==> src/rtl/exec_ctrl.sv <==
// exec_ctrl: sequences one instruction at a time through condition check,
// decode, execute (or multiply wait) and write-back.
//
// Handshake: an instruction transfers on a rising clk edge where instr_valid
// and instr_ready are both high; instr_ready is high only in IDLE, so at most
// one instruction is in flight and instr_valid is ignored everywhere else.
//
// All control outputs are decoded from the registered state, the latched
// instruction, the multiply cycle counter and the flags/mult_done inputs;
// nothing depends on instr_valid.
module exec_ctrl #(
    parameter int MULT_MAX_CYCLES = 8
) (
    input  logic        clk,
    input  logic        rst,
    input  logic        instr_valid,
    input  logic [31:0] instruction,
    output logic        instr_ready,
    input  logic [3:0]  flags,
    input  logic        mult_done,
    output logic        dec_active,
    output logic        alu_en,
    output logic        reg_w_en,
    output logic        flags_w_en,
    output logic        wb_hi,
    output logic        pc_inc,
    output logic        skipped,
    output logic        mult_timeout,
    output logic [2:0]  state
);

    typedef enum logic [2:0] {
        S_IDLE      = 3'd0,
        S_COND      = 3'd1,
        S_DECODE    = 3'd2,
        S_EXEC      = 3'd3,
        S_MULT_WAIT = 3'd4,
        S_WB_HI     = 3'd5,
        S_WB        = 3'd6
    } state_t;

    // Counter value seen in the last permitted MULT_WAIT cycle.
    localparam logic [3:0] MULT_LAST = 4'(MULT_MAX_CYCLES - 1);

    state_t      cur_state;
    state_t      nxt_state;
    logic [31:0] instr_q;
    logic [3:0]  mult_cnt;

    logic        accept;
    logic        cond_pass;
    logic        is_mult;
    logic        is_long;
    logic        is_test_op;
    logic        mult_last;

    // Flag aliases for readability of the condition table.
    logic        flag_n;
    logic        flag_z;
    logic        flag_c;
    logic        flag_v;

    // Instruction fields that do not influence control sequencing.
    logic        unused_instr_bits;

    assign flag_n = flags[3];
    assign flag_z = flags[2];
    assign flag_c = flags[1];
    assign flag_v = flags[0];

    assign accept     = (cur_state == S_IDLE) && instr_valid;
    assign is_mult    = (instr_q[27:24] == 4'b0000) && (instr_q[7:4] == 4'b1001);
    assign is_long    = instr_q[23];
    // Opcodes 1000..1011 (TST, TEQ, CMP, CMN) only update flags.
    assign is_test_op = !is_mult && (instr_q[24:23] == 2'b10);
    assign mult_last  = (mult_cnt == MULT_LAST);

    assign unused_instr_bits = ^{instr_q[19:8], instr_q[3:0]};

    assign state = cur_state;

    // ARM condition field evaluation against the live N,Z,C,V flags.
    always_comb begin
        cond_pass = 1'b0;
        case (instr_q[31:28])
            4'b0000: cond_pass = flag_z;                          // EQ
            4'b0001: cond_pass = !flag_z;                         // NE
            4'b0010: cond_pass = flag_c;                          // CS/HS
            4'b0011: cond_pass = !flag_c;                         // CC/LO
            4'b0100: cond_pass = flag_n;                          // MI
            4'b0101: cond_pass = !flag_n;                         // PL
            4'b0110: cond_pass = flag_v;                          // VS
            4'b0111: cond_pass = !flag_v;                         // VC
            4'b1000: cond_pass = flag_c && !flag_z;               // HI
            4'b1001: cond_pass = !flag_c || flag_z;               // LS
            4'b1010: cond_pass = (flag_n == flag_v);              // GE
            4'b1011: cond_pass = (flag_n != flag_v);              // LT
            4'b1100: cond_pass = !flag_z && (flag_n == flag_v);   // GT
            4'b1101: cond_pass = flag_z || (flag_n != flag_v);    // LE
            4'b1110: cond_pass = 1'b1;                            // AL
            default: cond_pass = 1'b0;                            // 1111 never executes
        endcase
    end

    // State register.
    always_ff @(posedge clk or posedge rst) begin
        if (rst) begin
            cur_state <= S_IDLE;
        end else begin
            cur_state <= nxt_state;
        end
    end

    // Instruction latch: loads only on an accepted handshake.
    always_ff @(posedge clk or posedge rst) begin
        if (rst) begin
            instr_q <= 32'd0;
        end else if (accept) begin
            instr_q <= instruction;
        end
    end

    // Multiply wait counter: held at 0 outside MULT_WAIT so it starts at 0 on entry.
    always_ff @(posedge clk or posedge rst) begin
        if (rst) begin
            mult_cnt <= 4'd0;
        end else if (cur_state != S_MULT_WAIT) begin
            mult_cnt <= 4'd0;
        end else begin
            mult_cnt <= mult_cnt + 4'd1;
        end
    end

    // Next-state selection.
    always_comb begin
        nxt_state = cur_state;
        case (cur_state)
            S_IDLE: begin
                if (accept) begin
                    nxt_state = S_COND;
                end
            end
            S_COND: begin
                nxt_state = cond_pass ? S_DECODE : S_IDLE;
            end
            S_DECODE: begin
                nxt_state = is_mult ? S_MULT_WAIT : S_EXEC;
            end
            S_EXEC: begin
                nxt_state = S_WB;
            end
            S_MULT_WAIT: begin
                // A completing multiply wins over a timeout in the same cycle.
                if (mult_done) begin
                    nxt_state = is_long ? S_WB_HI : S_WB;
                end else if (mult_last) begin
                    nxt_state = S_IDLE;
                end
            end
            S_WB_HI: begin
                nxt_state = S_WB;
            end
            S_WB: begin
                nxt_state = S_IDLE;
            end
            default: begin
                nxt_state = S_IDLE;
            end
        endcase
    end

    // Output decode from state, latched instruction and counter.
    always_comb begin
        instr_ready  = 1'b0;
        dec_active   = 1'b0;
        alu_en       = 1'b0;
        reg_w_en     = 1'b0;
        flags_w_en   = 1'b0;
        wb_hi        = 1'b0;
        pc_inc       = 1'b0;
        skipped      = 1'b0;
        mult_timeout = 1'b0;
        case (cur_state)
            S_IDLE: begin
                instr_ready = 1'b1;
            end
            S_COND: begin
                // A failed condition retires the instruction with no writes.
                pc_inc  = !cond_pass;
                skipped = !cond_pass;
            end
            S_DECODE: begin
                dec_active = 1'b1;
            end
            S_EXEC: begin
                alu_en = 1'b1;
            end
            S_MULT_WAIT: begin
                alu_en       = 1'b1;
                mult_timeout = !mult_done && mult_last;
            end
            S_WB_HI: begin
                reg_w_en = 1'b1;
                wb_hi    = 1'b1;
            end
            S_WB: begin
                reg_w_en   = !is_test_op;
                flags_w_en = instr_q[20];
                pc_inc     = 1'b1;
            end
            default: begin
                instr_ready = 1'b0;
            end
        endcase
    end

endmodule
==> config.mk <==
export PLATFORM = sky130hd
export DESIGN_NAME = exec_ctrl
export DESIGN_NICKNAME = d
export VERILOG_FILES = /design/src/rtl/exec_ctrl.sv
export SDC_FILE = /design/constraint.sdc
export NUM_CORES = 1
export LEC_CHECK = 0
export CAP_MARGIN = 15
export CORE_ASPECT_RATIO = 2
export CORE_MARGIN = 1.5
export CORE_UTILIZATION = 45
export DETAILED_ROUTE_END_ITERATION = 8
export PLACE_DENSITY_LB_ADDON = 0.15
export SKIP_LAST_GASP = 1
export SLEW_MARGIN = 5
export SYNTH_ARGS = -nofsm -noshare
export SYNTH_HDL_FRONTEND = slang
export SYNTH_SLANG_ARGS = --single-unit
==> constraint.sdc <==
create_clock -name clk -period 2.5 [get_ports clk]
set_input_delay 0.625 -clock clk [delete_from_list [all_inputs] [get_ports clk]]
set_output_delay 0.625 -clock clk [all_outputs]
set_load 0.03 [all_outputs]
== Word level (Yosys, flattened, before mapping) ==
Index checks and enable logic that the tools add are counted.
W data, S select, Z words.
Storage, ports and cells
  flip-flop bits (word level): 39
  output and inout port bits: 12
  input port bits: 40
  logic and storage cells: 72
Operators by class
  multiplexer cells: 18
  $add $sub $neg: 1
  equality and inequality tests: 28
  reduce and logical (&&, ||, !) cells: 22
Operators with widths (count)
  $eq A4 B4 Y1 const B: 8
  $eq A4 B3 Y1 const B: 5
  $pmux W1 S15: 1
  $pmux W3 S5: 1
  $mux W3: 4
  $eq A3 B3 Y1 const B: 3
  $eq A4 B2 Y1 const B: 2
  $logic_not A1 Y1: 8
  $logic_not A4 Y1: 2
  $mux W1: 7
  $eq A3 B2 Y1 const B: 2
  $logic_and A1 B1 Y1: 6
  $ne A3 B3 Y1 const B: 2
  $add A4 B1 Y4 const B: 1
  $eq A4 B1 Y1 const B: 1
  $mux W2: 2
  $mux W4: 1
  $pmux W1 S2: 2
  $reduce_or A2 Y1: 2
  $eq A3 B1 Y1 const B: 1
  $logic_not A3 Y1: 1
  $eq A2 B2 Y1 const B: 1
  $logic_or A1 B1 Y1: 2
  $ne A2 B2 Y1 const B: 1
  3 further kinds: 3

== Longest topological paths before layout ==
  depth in word-level cells: 6
  depth in mapped cells: 6
  depth with buffers taken out: 5

== Worst setup path before layout ==
Ideal clock, no wire load.
  path type: input port to output port
  start point: in flags[2]
  end point: out pc_inc
  slack: -81 ps
  arrival: 1956 ps
  data required time: 1875 ps
  buffers on the path: 0
  cell stages on the path: 5
  path through: nand2b_1 o22ai_2 mux2i_1 o311ai_2 o21ai_0
Between the ends
  cells in the longest elaborated chain, start to end: 5
  elaborated cells between the ends (all ways): 8
  those cells by class: 2 x mux; 6 x reduce/logical
Ends and longest elaborated chain
  start: declaration: line 19  | input logic [3:0] flags,
  $logic_not A1 Y1: line 87, 94, 98
  $logic_and A1 B1 Y1, on equally long branches: line 98, 94
  $pmux W1 S15 (*): line 85  | case (instr_q[31:28])
  $logic_not A1 Y1 (*): line 189  | pc_inc = !cond_pass;
  $pmux W1 S2 (*): line 183  | case (cur_state)
  end: declaration: line 26  | output logic pc_inc,
Every way passes the cells marked *; elsewhere a longest branch is shown, timed or not.

== Worst setup path after layout ==
  start point: in flags[3]
  end point: out pc_inc
Between the ends
  cells in the longest elaborated chain, start to end: 5
  elaborated cells between the ends (all ways): 8
  those cells by class: 2 x eq/ne; 2 x mux; 4 x reduce/logical
Ends and longest elaborated chain (line)
  $ne A1 B1 Y1 / $eq A1 B1 Y1 (equally long branches)
  $logic_or A1 B1 Y1 / $logic_and A1 B1 Y1 (equally long branches): 99, 98
  $pmux W1 S15 (*): 85
  $logic_not A1 Y1 (*): 189
  $pmux W1 S2 (*): 183
Marked as above.

==> impl_metrics.ini <==
[clocking]
ctsHtreeMaxLevel = 1
cts_tree = done
clockBufferDepth = 2
clock_latency_ps = 260
clk_pin_slew_worst_paths_ps = 70
cts-root-buf = clkbuf_8
numCtsBuffers = 3
cts_sinks = 21

[yosys]
synth_seq_cells = 21
avgSynthCellArea_um2 = 10.4
seq_area_frac_synth = 0.443
ys_top_cells_by_count = 21 x dfrtp_1, 13 x mux2_2, 9 x nand2_1
synth_edf_count = 0
synthesis.area_mm2 = 0.00119
synth_top_cells_by_area = dfrtp_1 44%, mux2_2 12%, xor2_1 3.7%, nand3b_1 3.2%, nand2_1 2.8%
synth_warnings = 0
synth_nets = 155
netlist.area_leader.share = 0.443
synthCells = 114
synthArstFlopShare = 1.00
synth.distinct_cells = 36
synth.most_common_cell = dfrtp_1
synth_ff_type = dfrtp_1
synth_top_cell_by_area = dfrtp_1

[finish]
area_growth_pct = 37.6
fillers = 217
area.sequential_um2 = 529
fin_util = 0.643
n_antenna_cell = 0
fin_nets = 196
multi_input_area_um2 = 629
drive_gt1_frac = 0.312

[die]
die_h_um = 75.6
die_w_um = 39.3
ioPinCount = 52
row_count = 26
die_area_mm2 = 0.00297
initial_core_util = 0.467
core_area_mm2 = 0.00254

[placement]
routabilityCongestion = 0.804
hpwl_um = 1980
port_buffers = 33

[timing]
final-hold-violation-count = 0
tightest_slew_ps = 376
fin_crit_ps = 2430
skew_ps = 9.10
fmax_mhz = 411
slew_headroom = 0.746
setup_violations = 0
tns_ps = 0
rsz0062_at_grt = true
timing.final.crit_share = 0.972
maxSlewViolCount = 0

[power_and_ir_drop]
powerDensity_mw_per_mm2 = 1180
irDropWorstVdd_v = 0.000621
p_leak_nw = 0.719

[global_routing]
grt_pass1_vias = 936
gr-total-overflow = 0
grt_start_max_net_pins = 22
grt.total_usage = 0.184
grt_pass1_wl_um = 3870
antenna_found_initial = 0

[critical_path]
worst_path_max_delay_cell = mux2i_1
endpoint_kind = output pin
crit_chain = clkbuf_2, xor2_2, o22ai_2, mux2i_1, o311ai_2, o21ai_1, buf_4
max_stage_delay_ps = 250
worst_ep_required_time_ps = 1880
cp_top_family = compound AO/OA/AOI/OAI gates
startpoint_type = input port
cp_num_buf_inv = 2
critPathMaxFanout = 3
crit_arrival_ps = 1810
worstSetupPathType = in -> out

[drt]
avgRoutedWirePerCell_um = 13.9
ant_nets = 0
drt_pass1_iterations = 3
drc = 0
initialDrtViolationCount = 19
vias = 966
viasPerCell = 5.31
drt-total-wl_um = 2520

[flow_run]
drv_cap = 0

[min_path]
hold_path_class = reg -> reg

[run_status]
status = finished clean
==> area by class of cell <==
| cell class | count | area share |
|---|---|---|
| clock buffers | 3 | 0.0253 |
| clock inverters | 1 | 0.00460 |
| multi-input cells | 82 | 0.386 |
| inverters | 4 | 0.00920 |
| well taps | 28 | 0.0215 |
| flip-flops and latches | 21 | 0.324 |
| repair buffers | 43 | 0.229 |
==> per-stage QoR <==
| stage | hold slack (ps) | std cells | instance area (um2) | total power, mW | setup slack, ps |
|---|---|---|---|---|---|
| floorplan | 433 | 114 | 1190 | 1.34 | 149 |
| global placement | 444 | 175 | 1550 | 1.63 | -376 |
| detailed placement | 469 | 175 | 1550 | 1.66 | -368 |
| CTS | 480 | 180 | 1600 | 1.89 | -40.1 |
| global route | 499 | 182 | 1630 | 2.06 | -26.3 |
| finish | 477 | 182 | 1630 | 1.93 | 69.7 |
==> logic make-up (layout without fill, tap and decap cells) <==
group	after synthesis	after routing	synth area share
flops	21	21	0.443
mux	14	14	0.132
fa+ha+maj	1	1	0.0105
simple gates	43	43	0.206
compound gates	18	18	0.112
xor+xnor	6	6	0.0443
buf+inv	11	51	0.0527
==> routing by layer <==
layer / share of wire / GRT usage / up-vias
li1: - / - / 475
met1: 0.35 / 0.191 / 471
met2: 0.61 / 0.357 / 18
met3: 0.032 / 0.0204 / 2
met4: 0.0067 / 0.0575 / 0
met5: 0 / 0 / -
==> cells in the final DEF, fill, tap and decap left out, drive strengths merged, types with 2 or more instances in the layout <==
master | Yosys | layout
clkdlybuf4s50 | 0 | 22
dfrtp | 21 | 21
mux2 | 13 | 13
buf | 5 | 12
nand2 | 9 | 9
nor2 | 8 | 8
clkbuf | 2 | 8
a21oi | 6 | 6
nand3b | 5 | 5
xor2 | 5 | 5
inv | 4 | 4
nor3 | 4 | 4
o21ai | 4 | 4
dlygate4sd2 | 0 | 3
and2 | 3 | 3
nor4b | 2 | 2
nand3 | 2 | 2
nor3b | 2 | 2
and3 | 2 | 2
nor2b | 2 | 2
nand2b | 2 | 2
==> where the power goes <==
| group | leakage [nW] | internal (mW) | switching, mW |
|---|---|---|---|
| Sequential | 0.255 | 0.493 | 0.174 |
| Clock | 0.0217 | 0.112 | 0.107 |
| Combinational | 0.442 | 0.542 | 0.500 |
==> state kept, by name, summed over array words and instances (netlist names) <==
signal / flops
mult_cnt: 4
state: 3
instr_q: 14
==> path summary, 6_finish.rpt <==
kind	cells after the start	startpoint	slack, ps	to
setup / recovery	7	flags[3]	70	pc_inc
hold / removal	1	mult_cnt[0]	480	mult_cnt[0]
setup reg to reg	8	instr_q[30]	620	state[1]
hold reg to reg	1	mult_cnt[0]	480	mult_cnt[0]
max in group asynchronous	3	rst	1590	instr_q[28]
min in group asynchronous	3	rst	680	instr_q[26]
==> repair_timing <==
| item | CTS | global route |
|---|---|---|
| hold buffers | 0 | 0 |
| endpoints found under the setup margin | 5 | 3 |
| endpoints found under the hold margin | 0 | 0 |
| pin swaps | 4 | 4 |
| gates cloned | 0 | 0 |
| gates resized for setup | 10 | 15 |
| buffers inserted | 1 | 2 |
(Power assumes the default switching activity.)
